### src/rtl/stopwatch_pkg.sv
// Shared types and constants for the centisecond stopwatch.
// Imported by the controller and its key conditioners.
package stopwatch_pkg;

  typedef enum logic [1:0] {
    IDLE  = 2'd0,
    RUN   = 2'd1,
    PAUSE = 2'd2
  } state_t;

  localparam int MAX_TIME       = 359999;
  localparam int LED_MAX_POS    = 9;
  localparam int LED_W          = 10;
  localparam int DEFAULT_TIME_W = 19;

  function automatic logic [3:0] next_pos(input logic [3:0] pos);
    return (pos == 4'd0) ? 4'(LED_MAX_POS) : pos - 4'd1;
  endfunction

endpackage

### src/rtl/key_conditioner.sv
// One active-low key: 2-flop synchronizer, debounce, press pulse.
// Pulses only after the key has been seen released since reset.
module key_conditioner #(
  parameter int DEBOUNCE_CYCLES = 2
) (
  input  logic clk,
  input  logic reset,
  input  logic key,
  output logic press
);

  localparam int CW = $clog2(DEBOUNCE_CYCLES + 1);
  localparam logic [CW-1:0] DB_LAST = CW'(DEBOUNCE_CYCLES - 1);

  logic          sync1;
  logic          sync2;
  logic          level;
  logic          armed;
  logic [1:0]    vld;
  logic [CW-1:0] cnt;

  always_ff @(posedge clk) begin
    if (reset) begin
      sync1 <= 1'b1;
      sync2 <= 1'b1;
      level <= 1'b1;
      armed <= 1'b0;
      vld   <= 2'b00;
      cnt   <= '0;
      press <= 1'b0;
    end else begin
      sync1 <= key;
      sync2 <= sync1;
      vld   <= {vld[0], 1'b1};
      press <= 1'b0;
      // vld[1] means sync2 now holds a real post-reset sample
      if (vld[1] && sync2 && level)
        armed <= 1'b1;
      if (sync2 != level) begin
        if (cnt == DB_LAST) begin
          level <= sync2;
          cnt   <= '0;
          press <= ~sync2 & armed;
        end else begin
          cnt <= cnt + 1'b1;
        end
      end else begin
        cnt <= '0;
      end
    end
  end

endmodule

### src/rtl/stopwatch_controller.sv
// Stopwatch sequencer: key conditioning, IDLE/RUN/PAUSE FSM,
// lap-freeze display register and walking-LED run indicator.
module stopwatch_controller
  import stopwatch_pkg::*;
#(
  parameter int DEBOUNCE_CYCLES = 2,
  parameter int TIME_W          = DEFAULT_TIME_W,
  parameter int LED_STEP        = 10
) (
  input  logic              clk,
  input  logic              reset,
  input  logic              key3,
  input  logic              key2,
  input  logic              key1,
  input  logic              key0,
  input  logic [TIME_W-1:0] time_counter,
  output logic              count_en,
  output logic              counter_clear,
  output logic [TIME_W-1:0] time_display,
  output logic              counting,
  output logic              paused,
  output logic              frozen,
  output logic [LED_W-1:0]  led
);

  localparam int PW = (LED_STEP > 1) ? $clog2(LED_STEP) : 1;
  localparam logic [PW-1:0] PRESC_LAST = PW'(LED_STEP - 1);

  logic [3:0]    press;
  state_t        state;
  state_t        state_n;
  logic          frozen_n;
  logic          clear_n;
  logic [3:0]    led_pos;
  logic [PW-1:0] presc;

  key_conditioner #(.DEBOUNCE_CYCLES(DEBOUNCE_CYCLES)) u_key3 (
    .clk(clk), .reset(reset), .key(key3), .press(press[3]));
  key_conditioner #(.DEBOUNCE_CYCLES(DEBOUNCE_CYCLES)) u_key2 (
    .clk(clk), .reset(reset), .key(key2), .press(press[2]));
  key_conditioner #(.DEBOUNCE_CYCLES(DEBOUNCE_CYCLES)) u_key1 (
    .clk(clk), .reset(reset), .key(key1), .press(press[1]));
  key_conditioner #(.DEBOUNCE_CYCLES(DEBOUNCE_CYCLES)) u_key0 (
    .clk(clk), .reset(reset), .key(key0), .press(press[0]));

  always_ff @(posedge clk) begin
    if (reset) begin
      state         <= IDLE;
      frozen        <= 1'b0;
      counter_clear <= 1'b0;
    end else begin
      state         <= state_n;
      frozen        <= frozen_n;
      counter_clear <= clear_n;
    end
  end

  // start/stop wins over everything; unfreeze wins over freeze
  always_comb begin
    state_n  = state;
    frozen_n = frozen;
    clear_n  = 1'b0;
    if (press[3]) begin
      state_n  = (state == IDLE) ? RUN : IDLE;
      frozen_n = 1'b0;
      clear_n  = 1'b1;
    end else begin
      if (press[2]) begin
        unique case (state)
          RUN:     state_n = PAUSE;
          PAUSE:   state_n = RUN;
          default: state_n = state;
        endcase
      end
      if (press[0])
        frozen_n = 1'b0;
      else if (press[1] && state == RUN)
        frozen_n = 1'b1;
    end
  end

  always_ff @(posedge clk) begin
    if (reset || counter_clear)
      time_display <= '0;
    else if (!frozen)
      time_display <= time_counter;
  end

  always_ff @(posedge clk) begin
    if (reset) begin
      led_pos <= 4'(LED_MAX_POS);
      presc   <= '0;
    end else begin
      unique case (state)
        IDLE: begin
          led_pos <= 4'(LED_MAX_POS);
          presc   <= '0;
        end
        RUN: begin
          if (presc == PRESC_LAST) begin
            presc   <= '0;
            led_pos <= next_pos(led_pos);
          end else begin
            presc <= presc + 1'b1;
          end
        end
        default: begin
          led_pos <= led_pos;
          presc   <= presc;
        end
      endcase
    end
  end

  assign count_en = (state == RUN);
  assign paused   = (state == PAUSE);
  assign counting = (state == RUN) || (state == PAUSE);
  assign led      = counting ? (LED_W'(1) << led_pos) : '0;

endmodule

### config.mk
export PLATFORM = sky130hd
export DESIGN_NAME = stopwatch_controller
export DESIGN_NICKNAME = d
export VERILOG_FILES = /design/src/rtl/stopwatch_pkg.sv /design/src/rtl/key_conditioner.sv /design/src/rtl/stopwatch_controller.sv
export SDC_FILE = /design/constraint.sdc
export NUM_CORES = 1
export LEC_CHECK = 0
export CORE_MARGIN = 2
export CORE_UTILIZATION = 35
export CTS_CLUSTER_DIAMETER = 30
export DETAILED_ROUTE_END_ITERATION = 8
export PLACE_DENSITY = 0.65
export SYNTH_ARGS = -nofsm -noshare
export SYNTH_HDL_FRONTEND = slang
export SYNTH_HIERARCHICAL = 1
export SYNTH_SLANG_ARGS = --single-unit
### constraint.sdc
create_clock -name clk -period 1.74 [get_ports clk]
set_input_delay 0.348 -clock clk [delete_from_list [all_inputs] [get_ports clk]]
set_output_delay 0.348 -clock clk [all_outputs]
set_load 0.05 [all_outputs]
==> results.sh <==
export IMPL_status="finished with violations"
export IMPL_violations="negative setup slack"
export IMPL_p_sw_share_pct=24.87
export IMPL_hp_start="u_key0/press"
export IMPL_root_buffer="clkbuf_8"
export IMPL_drtIter0Drc=28
export IMPL_stdcell_count=428
export IMPL_synthTopCellsByCount="67 x dfxtp_1, 36 x nor2_1, 24 x mux2i_1, 15 x inv_1, 12 x nor4_1"
export IMPL_syn_num_nets=281
export IMPL_wl_per_cell_um=11.24
export IMPL_timing_rr_start="state[0]"
export IMPL_die_w_um=88.64
export IMPL_drv_slew=0
export IMPL_io_pin_count=59
export IMPL_antenna_found_initial=0
export IMPL_syn_to_final_growth_pct=51.40
export IMPL_drt_pass1_iter_count=4
export IMPL_rows=30
export IMPL_insertion_delay_ps=330
export IMPL_drt_total_wl_mm=4.811
export IMPL_fmax_ghz=0.5161
export IMPL_regToRegSetupSlack_ps=320
export IMPL_internal_power_mw=2.265
export IMPL_postLayoutCellArea_um2=3796
export IMPL_hold_viol_final=0
export IMPL_post_route_util_pct=55.26
export IMPL_multi_input_area_um2=1224
export IMPL_ctsHoldBuffers=0
export IMPL_synth_ff_type="dfxtp_1"
export IMPL_numCtsBuffers=9
export IMPL_clkSlewWorstSetupHoldPaths_ps=70
export IMPL_min_period_ps=1938
export IMPL_arrival_ps=1590
export IMPL_path_max_fanout=6
export IMPL_finalCritPeriodShare_pct=111.4
export IMPL_via_per_inst=4.521
export IMPL_postRouteAntennaNets=0
export IMPL_synthesis_area_um2=2507
export IMPL_fp_coreArea_um2=6869
export IMPL_slew_headroom_pct=69.65
export IMPL_grt_max_degree=22
export IMPL_drive_gt1_share_pct=31.02
export IMPL_min_path_cells=1
export IMPL_drv_cap=0
export IMPL_place_congestion=0.7414
export IMPL_synth_top_area_share_pct=53.49
export IMPL_synth_seq_area_share_pct=53.49
export IMPL_p_clk_share_pct=37.5
export IMPL_grt_pass1_wl_mm=7.838
export IMPL_dpl_instance_area_um2=3505
export IMPL_final_nets=362
export IMPL_synth_edf_count=0
export IMPL_port_buffer_count=58
export IMPL_fillers=615
export IMPL_end_kind="primary output"
export IMPL_initial_utilization_pct=36.50
export IMPL_cts_path_max_buffers=2
export IMPL_diodes=0
export IMPL_ff_latch_area_um2=1346
export IMPL_finalPower_mw=3.015
export IMPL_synth_avg_cell_area_um2=10.15
export IMPL_synth_top_area_cell="dfxtp_1"
export IMPL_die_area_um2=7857
export IMPL_criticalPathCategory="reg -> out"
export IMPL_r2r_cells=5
export IMPL_worst_clock_skew_ps=7.450
export IMPL_die_h_um=88.64
export IMPL_cts_tree="yes"
export IMPL_p_switching_mw=0.7499
export IMPL_gr_usage_all_layers_pct=12.74
export IMPL_synth_cells=247
export IMPL_worstPathRequired_ps=1390
export IMPL_synthArstFlopShare_pct=0
export IMPL_fin_ws_ps=-197.8
export IMPL_start_kind="flip-flop"
export IMPL_synth_cell_types=34
export IMPL_p_per_area_nw_per_um2=794.3
export IMPL_vias=1935
export IMPL_hp_class="reg -> reg"
export IMPL_cts_sinks=67
export IMPL_peakVddDrop_mv=0.5138
export IMPL_hpwlAfterDp_mm=3.591
export IMPL_p_comb_share_pct=9.1
export IMPL_drc=0
export IMPL_cp_startpoint="state[0]"
export IMPL_ys_warnings_count=6
export IMPL_place_inst=405
export IMPL_htreeDepth=3
export IMPL_setup_viol=9
export IMPL_leakagePower_nw=1.513
export IMPL_first_global_vias=1762
export IMPL_worstMarginPinSlew_ps=454.7
export IMPL_seqPwrFrac_pct=53.4
export IMPL_synth_most_common_cell="dfxtp_1"
export IMPL_ys_ff_latch=67
export IMPL_grt_overflow_total=0
export IMPL_rsz0062_at_grt="true"
export IMPL_synthTopCellsByArea="dfxtp_1 53%, mux2i_1 9.6%, nor2_1 5.4%"
-- power by group through the flow --
stage          sequential, mW  combinational, mW  clock [mW]
2_1_floorplan            1.73             0.0682           0
3_3_place_gp             1.64              0.275           0
3_5_place_dp             1.65              0.278           0
4_1_cts                  1.61              0.279        1.18
5_1_grt                  1.62              0.296        1.24
6_report                 1.61              0.276        1.13
-- layout by cell type, fill, tap and decap left out, drive strengths merged --
master | synthesis | final
nand2 | 10 | 10
or2 | 9 | 9
clkinv | 0 | 3
and3 | 1 | 1
a22oi | 1 | 1
mux2i | 24 | 24
or3 | 1 | 1
o21ai | 3 | 3
nand3b | 2 | 2
clkdlybuf4s50 | 0 | 24
nor2 | 36 | 36
o2111ai | 1 | 1
a211oi | 2 | 2
clkinvlp | 0 | 1
ha | 9 | 9
nor3b | 2 | 2
nand2b | 4 | 4
clkbuf | 0 | 10
nand3 | 1 | 1
buf | 9 | 55
inv | 15 | 16
xnor2 | 5 | 5
o21a | 1 | 1
mux2 | 1 | 1
nor3 | 5 | 5
a21oi | 4 | 4
a2111oi | 1 | 1
a21o | 1 | 1
nor4 | 13 | 13
nand4b | 5 | 5
o31ai | 1 | 1
nor2b | 7 | 7
a31oi | 6 | 6
dfxtp | 67 | 67
-- path summary, 6_finish.rpt --
| kind | end |
|---|---|
| min reg2reg | frozen |
| max | led[3] |
| max reg2reg | state[1] |
| min | frozen |
-- critical path, stage by stage, from the launching register on --
cell      delay, ps
dfxtp_2         340
inv_2            50
ha_4            300
nand3b_1        140
buf_4           180
nor2_4          110
buf_12          140
-- flip-flops by register name (all words and copies together), names as in the netlist, 2 cells and up --
| name | count |
|---|---|
| u_key2/vld | 2 |
| u_key3/cnt | 2 |
| u_key0/cnt | 2 |
| time_display | 19 |
| u_key1/vld | 2 |
| u_key2/cnt | 2 |
| u_key3/vld | 2 |
| u_key1/cnt | 2 |
| presc | 4 |
| led_pos | 4 |
| u_key0/vld | 2 |
| state | 2 |
-- cell families after synthesis --
logic type / count (synthesis) / share of synthesized area [%]
adders and majority gates: 9 / 4.491
buffers and inverters: 24 / 4.241
xor gates and xnor gates: 5 / 1.746
AOI/OAI and AO/OA: 21 / 5.390
and+or+nand+nor: 96 / 20.61
muxes: 25 / 10.03
DFF: 67 / 53.49
-- repair_timing --
| action | in CTS | in global routing |
|---|---|---|
| resized for setup | 3 | 7 |
| setup buffers | 2 | 6 |
| endpoints found under the setup margin | 10 | 11 |
| pin swaps | 6 | 6 |
| hold endpoints to repair | 0 | 0 |
-- area by class of cell --
cell class                 count  share of cell area (%)
clock buffer                  10                   3.626
clock inverter                 5                   1.022
inverter                      15                   1.483
multi-input combinational    156                   32.23
sequential                    67                   35.46
tap                           96                   3.164
timing repair buffer          79                   23.01
-- layer usage --
metal | global-route usage [%] | part of all wire (%) | vias up
li1 | - | - | 1012
met1 | 16.21 | 46 | 890
met2 | 20.08 | 50 | 33
met3 | 5.131 | 3.9 | 0
met4 | 3.444 | 0 | 0
met5 | 0 | 0 | -
-- through the flow --
step / TNS [ps] / hold slack, ps / worst slack, ps
after detailed placement: 0 / 393.8 / 72.50
after CTS: -1579 / 403.6 / -243.2
after global routing: -1971 / 412.0 / -290.3
after floorplan: -363.8 / 375.2 / -156.4
after global placement: 0 / 392.2 / 91.14
final: -1240 / 396.0 / -197.8
No activity file was read; power rests on OpenSTA's default activity.
